[src/rtl/hamming74_serial_dec_ctrl.sv]
// Sequencing controller for a bit-serial (7,4) cyclic Hamming decoder, g(x)=x^3+x+1.
// Divides the received word into a syndrome, then runs a Meggitt correction pass MSB first.
module hamming74_serial_dec_ctrl #(
   parameter bit CORR_EN = 1'b1,
   parameter int STATS_W = 8
) (
   input  logic               clk,
   input  logic               rst,
   input  logic               in_valid,
   output logic               in_ready,
   input  logic [6:0]         y,
   output logic               out_valid,
   input  logic               out_ready,
   output logic [6:0]         c,
   output logic               err,
   output logic [2:0]         err_pos,
   output logic [STATS_W-1:0] err_cnt,
   output logic               busy
);

   typedef enum logic [1:0] {
      IDLE = 2'd0,
      SYN  = 2'd1,
      CORR = 2'd2,
      DONE = 2'd3
   } state_t;

   state_t             state_q, state_d;
   logic [6:0]         wbuf_q, wbuf_d;
   logic [2:0]         s_q, s_d;
   logic [2:0]         cnt_q, cnt_d;
   logic [6:0]         c_q, c_d;
   logic               err_q, err_d;
   logic [2:0]         err_pos_q, err_pos_d;
   logic [STATS_W-1:0] err_cnt_q, err_cnt_d;

   logic               fb_s;
   logic               e_s;
   logic [2:0]         syn_shift_s;
   logic [2:0]         corr_shift_s;

   // Divider step with the current buffer bit as input, and the zero-input Meggitt step.
   // 3'b101 is x^6 mod g: the syndrome of an error in the bit now at the output position.
   always_comb begin
      fb_s         = s_q[2];
      syn_shift_s  = {s_q[1], s_q[0] ^ fb_s, wbuf_q[cnt_q] ^ fb_s};
      corr_shift_s = {s_q[1], s_q[0] ^ fb_s, fb_s};
      e_s          = (s_q == 3'b101);
   end

   // Next-state and datapath update
   always_comb begin
      state_d   = state_q;
      wbuf_d    = wbuf_q;
      s_d       = s_q;
      cnt_d     = cnt_q;
      c_d       = c_q;
      err_d     = err_q;
      err_pos_d = err_pos_q;
      err_cnt_d = err_cnt_q;
      case (state_q)
         IDLE: begin
            if (in_valid) begin
               wbuf_d    = y;
               s_d       = 3'd0;
               cnt_d     = 3'd6;
               err_d     = 1'b0;
               err_pos_d = 3'd7;
               state_d   = SYN;
            end else begin
               state_d = IDLE;
            end
         end
         SYN: begin
            s_d = syn_shift_s;
            if (cnt_q == 3'd0) begin
               err_d   = (syn_shift_s != 3'd0);
               cnt_d   = 3'd6;
               state_d = CORR;
            end else begin
               cnt_d = cnt_q - 3'd1;
            end
         end
         CORR: begin
            c_d[cnt_q] = wbuf_q[cnt_q] ^ (e_s & CORR_EN);
            if (e_s) begin
               s_d       = 3'd0;
               err_pos_d = cnt_q;
            end else begin
               s_d = corr_shift_s;
            end
            if (cnt_q == 3'd0) begin
               state_d = DONE;
            end else begin
               cnt_d = cnt_q - 3'd1;
            end
         end
         DONE: begin
            if (out_ready) begin
               state_d = IDLE;
               if (err_q && (err_cnt_q != {STATS_W{1'b1}})) begin
                  err_cnt_d = err_cnt_q + STATS_W'(1);
               end else begin
                  err_cnt_d = err_cnt_q;
               end
            end else begin
               state_d = DONE;
            end
         end
         default: state_d = IDLE;
      endcase
   end

   // State and datapath registers
   always_ff @(posedge clk) begin
      if (rst) begin
         state_q   <= IDLE;
         wbuf_q    <= 7'd0;
         s_q       <= 3'd0;
         cnt_q     <= 3'd0;
         c_q       <= 7'd0;
         err_q     <= 1'b0;
         err_pos_q <= 3'd7;
         err_cnt_q <= '0;
      end else begin
         state_q   <= state_d;
         wbuf_q    <= wbuf_d;
         s_q       <= s_d;
         cnt_q     <= cnt_d;
         c_q       <= c_d;
         err_q     <= err_d;
         err_pos_q <= err_pos_d;
         err_cnt_q <= err_cnt_d;
      end
   end

   assign in_ready  = (state_q == IDLE);
   assign out_valid = (state_q == DONE);
   assign busy      = (state_q == SYN) || (state_q == CORR);
   assign c         = c_q;
   assign err       = err_q;
   assign err_pos   = err_pos_q;
   assign err_cnt   = err_cnt_q;

endmodule

[config.mk]
export PLATFORM = sky130hd
export DESIGN_NAME = hamming74_serial_dec_ctrl
export DESIGN_NICKNAME = d
export VERILOG_FILES = /design/src/rtl/hamming74_serial_dec_ctrl.sv
export SDC_FILE = /design/constraint.sdc
export NUM_CORES = 1
export LEC_CHECK = 0
export ABC_AREA = 1
export CAP_MARGIN = 20
export CORE_UTILIZATION = 52
export CTS_CLUSTER_SIZE = 24
export DETAILED_ROUTE_END_ITERATION = 12
export GPL_TIMING_DRIVEN = 0
export PLACE_DENSITY = 0.86
export SETUP_SLACK_MARGIN = 0.5
export SLEW_MARGIN = 10
export SYNTH_ARGS = -nofsm -noshare
export SYNTH_HDL_FRONTEND = slang
export SYNTH_SLANG_ARGS = --single-unit
[constraint.sdc]
create_clock -name clk -period 2 [get_ports clk]
set_clock_uncertainty 0.15 [all_clocks]
set_input_delay 0.2 -clock clk [delete_from_list [all_inputs] [get_ports clk]]
set_output_delay 0.2 -clock clk [all_outputs]
set_load 0.01 [all_outputs]
---- Yosys cells after proc, flatten, opt, wreduce, memory -nomap -nowiden ----
Index checks and enable logic that the tools add are counted.
word-level totals
  register bits after elaboration ......... 34
  input bits .............................. 11
  output and inout bits ................... 22
  word-level logic and storage cells ...... 64
cells by class
  $add $sub $neg .......................... 2
  magnitude comparators ................... 2
  equal/unequal tests ..................... 10
  mux-type cells .......................... 23
  bitwise operators ....................... 3
  reductions and logical operators ........ 16
operator list
  operator                                                                number
  3-bit 2-to-1 mux                                                        7
  3-bit case mux with 3 select lines                                      2
  3-bit AND reduction                                                     4
  2-bit != test (second input constant)                                   5
  8-bit by 1-bit adder with 8-bit output (second input constant)          1
  8-bit != test (second input constant)                                   1
  2-bit case mux with 4 select lines                                      1
  7-bit bitwise mux                                                       1
  2-bit 2-to-1 mux                                                        3
  3-bit case mux with 2 select lines                                      1
  2-bit AND reduction                                                     3
  3-bit nonzero test                                                      2
  1-bit 2-to-1 mux                                                        5
  2-bit == test (second input constant)                                   2
  3-bit by 4-bit < comparator with 1-bit output (second input constant)   1
  2-bit nonzero test                                                      2
  1-bit binary-select mux with 3-bit select                               1
  1-bit demux with 3-bit select                                           1
  3-bit == test (second input constant)                                   1
  3-bit by 1-bit >= comparator with 1-bit output (second input constant)  1
  3-bit zero test                                                         1
  3-bit by 1-bit subtractor with 3-bit output (second input constant)     1
  1-bit XOR                                                               3
  2-bit by 1-bit == test with 1-bit output (second input constant)        1
  4 further kinds                                                         5

---- Logic depth before layout (Yosys ltp) ----
Gate-level depths: netlist of run 1.
  depth after elaboration ................. 6
  mapped depth ............................ 12

---- Worst setup path before layout of run 1 ----
OpenSTA, ideal clock, no wires.
  path type ............................... flip-flop to flip-flop
  from .................................... reg err_cnt_q[0], in the netlist err_cnt[0]
  to ...................................... reg err_cnt_q[0], in the netlist err_cnt[0]
  data arrival time ....................... 1.445 ns
  data required time ...................... 1.722 ns
  slack ................................... 0.277 ns
  stages on the path, launching flop included .. 8
  period minus slack after synthesis ...... 1.723 ns
  cell sequence ........................... dfxtp_1 > ha_1 > inv_1 > nor4_4 > a21boi_2 > buf_2 > o21ai_0 > a21oi_1
between the ends
  longest elaborated chain between the ends .. 3
ends and longest elaborated chain
  item                                                                            RTL line  source
  start, declared                                                                 35        logic [STATS_W-1:0] err_cnt_q, err_cnt_d;
  start signal, assigned                                                          133       err_cnt_q <= err_cnt_d;
  branches (longest 3 deep; another with 8-bit by 1-bit adder with 8-bit output)  -
Parallel ways; which one is timed is not known.
A chain may end at the register's enable or synchronous reset.

---- Final worst setup path of run 1 ----
  from .................................... reg state_q[0]
  to ...................................... reg cnt_q[0]
between the ends
  longest elaborated chain between the ends .. 3
ends and longest elaborated chain
  item                                                           RTL line  source
  start, declared                                                28        state_t state_q, state_d;
  start signal, assigned                                         126       state_q <= state_d;
  2-bit == test (tied with other cells)                          61        case (state_q)
  2-bit != test (no line) or 3-bit nonzero test (tied branches)  -
  3-bit AND reduction (no line)                                  -
  end signal, assigned                                           129       cnt_q <= cnt_d;
  end, declared                                                  31        logic [2:0] cnt_q, cnt_d;
Parallel ways exist; a longest one is shown, timed or not.

==> qor.yml, run 1 <==
clock_tree:
  cts_buffer_depth: 2
  htreeDepth: 2
  cts_tree: "done"
  clk_latency_ns: 0.36
  cts_buffers: 5
  root_buffer: "clkbuf_4"
  clkSlewWorstSetupHoldPaths_ns: 0.10
  cts_sinks: 34
  hold_buffers: 0
timing:
  fin_ws_ns: 0.2197
  max_slew_margin_pct: 66.81
  clock.fmax_ghz: 0.5617
  rsz0062_at_grt: "true"
  tns_ns: 0
  period_needed_ns: 1.780
  timing.final.max_slew_violations: 0
  fin_crit_sh_pct: 89.01
  tightestPinTransition_ns: 0.4978
  holdWs_ns: 0.3121
  hold_violations: 0
  setup_viol: 0
routing:
  drc_errors: 0
  dr.pass1.iters: 4
  via_per_inst: 5.311
  detail_route.iter0.violations: 73
  num_vias: 1896
  wl_mm: 5.024
  ant_nets: 0
  wl_per_cell_um: 14.07
  wl_met2_mm: 2.515
  m1WireLength_mm: 2.008
  top_layer: "met4"
  met3WireLength_um: 289
floorplanning:
  initial_utilization_pct: 54.65
  ios: 33
  rows: 21
  core_sq_um: 3363
  die_h_um: 61.45
  die_w_um: 61.45
  die-area_sq_um: 3776
synth:
  synthDistinctLibCells: 31
  synth_area_sq_um: 1838
  ys_seq_area_share_pct: 37.03
  synth.top_cell.area_share_pct: 37.03
  yosys-top-cells-area: "dfxtp_1 37%, nand2_1 11%, inv_1 9.0%"
  yosys_most_used_dff: "dfxtp_1"
  async_flop_share_pct: 0
  yosys.area.top_type: "dfxtp_1"
  synth_area_per_cell_sq_um: 7.124
  yosys_warnings: 0
  ys_ff_latch: 34
  synthesis.nets: 277
  synthCells: 258
  synth_edf_count: 0
setup_path:
  crit_fanout: 8
  r2r_slack_ns: 0.22
  arrival_ns: 1.89
  cp.required_ns: 2.11
  criticalPathCategory: "register to register"
  endpoint: "cnt_q[0]$_SDFFE_PP0P_"
  worstReg2RegStart: "state_q[0]$_SDFFE_PP0P_"
  slowest_delay_ns: 0.40
  endpoint_kind: "register"
  crit_chain: "inv_6 -> ha_4 -> inv_2 -> nand2_1 -> o211ai_1 -> buf_4 -> a31oi_1 -> a211oi_1"
  critPathLaunch: "state_q[0]$_SDFFE_PP0P_"
  reg2reg_to: "cnt_q[0]$_SDFFE_PP0P_"
  cp_slowest_cell: "dfxtp_4"
  reg2reg_depth: 8
  worstSetupStartpointType: "register"
global_route:
  grt_pass1_wl_mm: 6.506
  first_global_vias: 1508
  overflow: 0
  antenna_found_initial: 0
  grt_util_all_layers_pct: 23.42
  grt_max_degree: 11
placement:
  dpl.hpwl_mm: 3.069
  gp_congestion: 0.8308
  portBuffers: 32
  dp_cells: 336
  pre_cts_slack_ns: 0.05996
hold_path:
  hold_class: "register to register"
  min_from: "wbuf_q[3]$_SDFFE_PP0P_"
power_and_ir_drop:
  power_frac_comb_pct: 55.7
  p_clk_share_pct: 13.6
  peakVddDrop_mv: 1.149
  swShare_pct: 45.54
  cellPowerDensity_nw_per_um2: 1170
  power_frac_seq_pct: 30.8
  leakagePower_nw: 1.176
  intPower_mw: 1.660
  switchingPower_mw: 1.388
flow_run:
  drv_cap: 0
final_layout:
  area.growth.synth_to_final_pct: 41.66
  nNetsFinal: 329
  mostFrequentLayoutCell: "nand2_1"
  stdcell_count: 357
  final_util_pct: 77.42
  drive_above_1_share_pct: 32.15
  antenna_cells: 0
  layout_common_cells: "50 x nand2_1, 38 x inv_1, 22 x dfxtp_1, 19 x dlygate4sd2_1, 18 x a21oi_1"
run_status:
  status: "finished, final reports clean"
## critical path: cells and delay by family, from the launching register on
kind / cells / cell delay [ns]
buf+inv: 3 / 0.44
compound gates: 3 / 0.41
flops: 1 / 0.40
fa+ha+maj: 1 / 0.17
simple gates: 1 / 0.11
## stage by stage
step / area, sq um / total power [mW]
after floorplan: 1927 / 1.916
after global placement: 2305 / 2.251
after detailed placement: 2305 / 2.282
after CTS: 2409 / 2.703
after global routing: 2604 / 3.237
final: 2604 / 3.048
## power by group through the flow
stage / combinational (mW) / sequential [mW] / clock (mW)
after floorplan: 0.987 / 0.929 / 0
after global placement: 1.32 / 0.927 / 0
after detailed placement: 1.35 / 0.932 / 0
after CTS: 1.37 / 0.920 / 0.418
after global routing: 1.83 / 0.954 / 0.456
final: 1.70 / 0.938 / 0.413
## cells in the mapped netlist, types with 2 or more instances
cell type,n
dfxtp_1,34
a221oi_1,2
o211ai_1,3
buf_2,2
xnor2_1,2
o21ai_0,16
inv_2,5
ha_1,8
nand2_1,56
nand4_1,2
clkbuf_1,3
o21ai_2,7
a21oi_1,25
nor2_1,21
a211oi_1,3
nand3_1,11
inv_1,44
## state kept, by name (all words and copies together), names as in the netlist
name and cells:
state_q 2, s_q 3, wbuf_q 7, err_cnt 8, err 1, cnt_q 3, c 7, err_pos 3
## cell type report
type	instances	area [sq um]
plain buffers	5	32.53
clock buffers	7	55.05
clock inverters	1	5.005
fillers	266	759.5
inverters	49	203.9
multi-input cells	170	1145
flip-flops and latches	34	708.2
well taps	46	57.56
repair buffers	45	396.6
## timing repair
item,4_1_cts,5_1_grt
resized for setup,39,48
endpoints found under the setup margin,53,34
hold endpoints to repair,0,0
pin swaps,3,11
setup buffers,6,6
gates cloned,1,0
## logic make-up (layout without fill, tap and decap cells)
group	Yosys count	after routing	synth area share (%)
xor+xnor	4	4	2.928
fa+ha+maj	8	8	5.446
buf+inv	54	107	11.16
simple gates	97	97	23.08
compound gates	61	61	20.35
flops	34	34	37.03
## how the worst min path moves through the flow
stage	to	slack, ns	cells past startpoint
2_1_floorplan	wbuf_q[5]$_SDFFE_PP0P_	0.22	2
3_3_place_gp	wbuf_q[4]$_SDFFE_PP0P_	0.29	2
3_5_place_dp	wbuf_q[4]$_SDFFE_PP0P_	0.29	2
4_1_cts	wbuf_q[4]$_SDFFE_PP0P_	0.31	2
5_1_grt	wbuf_q[4]$_SDFFE_PP0P_	0.32	2
6_report	wbuf_q[3]$_SDFFE_PP0P_	0.31	2
## per-layer routing
layer | track usage [%] | vias up
met4 | 7.619 | 0
li1 | - | 934
met1 | 29.14 | 874
met2 | 39.29 | 65
met3 | 6.513 | 23
met5 | 0 | -
Note: power is estimated with default switching activity, not from simulation.
==> run 2, diff against run 1 <==
--- a/config.mk
+++ b/config.mk
@@ -7,11 +7,11 @@
 export LEC_CHECK = 0
 export ABC_AREA = 1
 export CAP_MARGIN = 20
-export CORE_UTILIZATION = 52
+export CORE_UTILIZATION = 40
 export CTS_CLUSTER_SIZE = 24
 export DETAILED_ROUTE_END_ITERATION = 12
 export GPL_TIMING_DRIVEN = 0
-export PLACE_DENSITY = 0.86
+export PLACE_DENSITY = 0.71
 export SETUP_SLACK_MARGIN = 0.5
 export SLEW_MARGIN = 10
 export SYNTH_ARGS = -nofsm -noshare
==> qor.yml, run 2 (synthesized netlist as in run 1, its figures left out) <==
setup_path:
  cp.buffers_inverters: 3  # unchanged
  crit_top_cell: "buf_4"
  slowest_delay_ns: 0.39  # was 0.40 ns
  cp_slowest_cell: "dfxtp_4"  # unchanged
  criticalPathCategory: "register to register"  # unchanged
  cp.required_ns: 2.04  # was 2.11 ns
  worstSetupStartpointType: "register"  # unchanged
  crit_chain: "ha_4 -> inv_4 -> nor4_4 -> buf_4 -> buf_4 -> nand3_2 -> nand2_1 -> a21oi_1"  # was inv_6 -> ha_4 -> inv_2 -> nand2_1 -> o211ai_1 -> buf_4 -> a31oi_1 -> a211oi_1
  arrival_ns: 1.69  # was 1.89 ns
  cpLargestDelayFamily: "simple AND/OR/NAND/NOR gates"  # was buffers and inverters
  crit_fanout: 6  # was 8
  endpoint_kind: "register"  # unchanged
routing:
  wl_per_cell_um: 12.46  # was 14.07 um
  wl_mm: 4.611  # was 5.024 mm
  num_vias: 1820  # was 1896
  detail_route.iter0.violations: 73  # unchanged
  drc_errors: 0  # unchanged
  via_per_inst: 4.919  # was 5.311
  dr.pass1.iters: 4  # unchanged
  ant_nets: 0  # unchanged
power_and_ir_drop:
  power_frac_comb_pct: 55.4  # was 55.7%
  switchingPower_mw: 1.352  # was 1.388 mW
  finalPower_mw: 3.206  # was 3.048 mW
  power_frac_seq_pct: 29.6  # was 30.8%
  peakVddDrop_mv: 1.018  # was 1.149 mV
  leakagePower_nw: 1.298  # was 1.176 nW
  intPower_mw: 1.855  # was 1.660 mW
  cellPowerDensity_nw_per_um2: 1172  # was 1170 nW/um^2
  swShare_pct: 42.16  # was 45.54%
  p_clk_share_pct: 15.0  # was 13.6%
floorplanning:
  initial_utilization_pct: 41.92  # was 54.65%
  ios: 33  # unchanged
  die_w_um: 69.79  # was 61.45 um
  core_sq_um: 4384  # was 3363 sq um
  die-area_sq_um: 4870  # was 3776 sq um
  rows: 24  # was 21
  die_h_um: 69.79  # was 61.45 um
global_route:
  first_global_vias: 1726  # was 1508
  grt_pass1_wl_mm: 7.507  # was 6.506 mm
  grt_max_degree: 11  # unchanged
  grt_util_all_layers_pct: 19.28  # was 23.42%
  antenna_found_initial: 0  # unchanged
  overflow: 0  # unchanged
timing:
  clock.fmax_ghz: 0.6027  # was 0.5617 GHz
  timing.final.max_slew_violations: 0  # unchanged
  tns_ns: 0  # unchanged
  fin_crit_sh_pct: 82.96  # was 89.01%
  holdWs_ns: 0.3079  # was 0.3121 ns
  max_slew_margin_pct: 77.68  # was 66.81%
  tightestPinTransition_ns: 0.3323  # was 0.4978 ns
  setup_viol: 0  # unchanged
  period_needed_ns: 1.659  # was 1.780 ns
  hold_violations: 0  # unchanged
  rsz0062_at_grt: "true"  # unchanged
placement:
  portBuffers: 32  # unchanged
  dp_cells: 342  # was 336
  gp_congestion: 0.8248  # was 0.8308
  dpl.hpwl_mm: 3.051  # was 3.069 mm
final_layout:
  largest_reg_flops: 8  # unchanged
  layout_common_cells: "48 x nand2_1, 38 x inv_1, 26 x dfxtp_1, 19 x a21oi_1"  # was 50 x nand2_1, 38 x inv_1, 22 x dfxtp_1, 19 x dlygate4sd2_1, 18 x a21oi_1
  antenna_cells: 0  # unchanged
  mostFrequentLayoutCell: "nand2_1"  # unchanged
  area.growth.synth_to_final_pct: 48.81  # was 41.66%
  nNetsFinal: 336  # was 329
  stdcell_count: 370  # was 357
  drive_above_1_share_pct: 32.39  # was 32.15%
clock_tree:
  cts_sinks: 34  # unchanged
  root_buffer: "clkbuf_8"  # was clkbuf_4
  clkSlewWorstSetupHoldPaths_ns: 0.07  # was 0.10 ns
  hold_buffers: 0  # unchanged
  cts_buffers: 5  # unchanged
  htreeDepth: 2  # unchanged
  cts_buffer_depth: 2  # unchanged
  cts_tree: "done"  # unchanged
  clk_latency_ns: 0.29  # was 0.36 ns
flow_run:
  drv_cap: 0  # unchanged
run_status:
  status: "finished, final reports clean"  # unchanged
hold_path:
  hold_class: "register to register"  # unchanged
-- run 2: final timing paths --
| check | startpoint | depth (start not counted) | to | slack, ns |
|---|---|---|---|---|
| setup / recovery | err_cnt[0]$_SDFFE_PP0P_ | 8 | err_cnt[6]$_SDFFE_PP0P_ | 0.34 |
| hold / removal | wbuf_q[0]$_SDFFE_PP0P_ | 2 | wbuf_q[0]$_SDFFE_PP0P_ | 0.31 |
| setup reg to reg | err_cnt[0]$_SDFFE_PP0P_ | 8 | err_cnt[6]$_SDFFE_PP0P_ | 0.34 |
| hold reg to reg | wbuf_q[0]$_SDFFE_PP0P_ | 2 | wbuf_q[0]$_SDFFE_PP0P_ | 0.31 |
-- run 2: cell type report --
cell class / count / area (sq um)
buffer: 5 / 37.54
clock buffer: 8 / 80.08
fill: 385 / 1649
inverter: 49 / 206.4
multi-input combinational: 170 / 1157
sequential: 34 / 703.2
tap: 52 / 65.06
timing repair buffer: 52 / 485.5
-- run 2: timing repair --
action                                  CTS  global route
pin swaps                                13            14
setup buffers                            11             7
endpoints found under the setup margin   52            41
cloned                                    1             1
gates resized for setup                  45            55
-- run 2: worst register-to-register path, delay by kind of cell, from the launching register on --
kind	cells	cell delay (ns)
adders and majority gates	1	0.15
buffers and inverters	3	0.36
DFF	1	0.39
and+or+nand+nor	3	0.49
AOI/OAI and AO/OA	1	0.04
-- run 2: metrics by stage --
step / utilization (%) / setup slack (ns) / instance area (sq um)
2_1_floorplan: - / 0.4398 / 1927
3_3_place_gp: 52.74 / 0.02965 / 2312
3_5_place_dp: 52.74 / 0.02606 / 2312
4_1_cts: 57.91 / 0.3699 / 2539
5_1_grt: 62.39 / 0.2827 / 2735
6_report: 62.39 / 0.3407 / 2735
-- run 2: power groups by stage --
stage / registers, mW / clock network (mW) / logic, mW
after global placement: 0.931 / 0 / 1.34
final: 0.948 / 0.483 / 1.78
after floorplan: 0.929 / 0 / 0.987
after global routing: 0.965 / 0.527 / 1.95
after detailed placement: 0.934 / 0 / 1.35
after CTS: 0.933 / 0.499 / 1.52
-- run 2: routing by layer --
layer | up-vias | track usage [%] | wire length (um)
met5 | - | 0 | 0
met4 | 0 | 8.000 | 84
met3 | 9 | 4.942 | 191
met2 | 33 | 31.41 | 2192
met1 | 830 | 24.11 | 2143
li1 | 948 | - | -
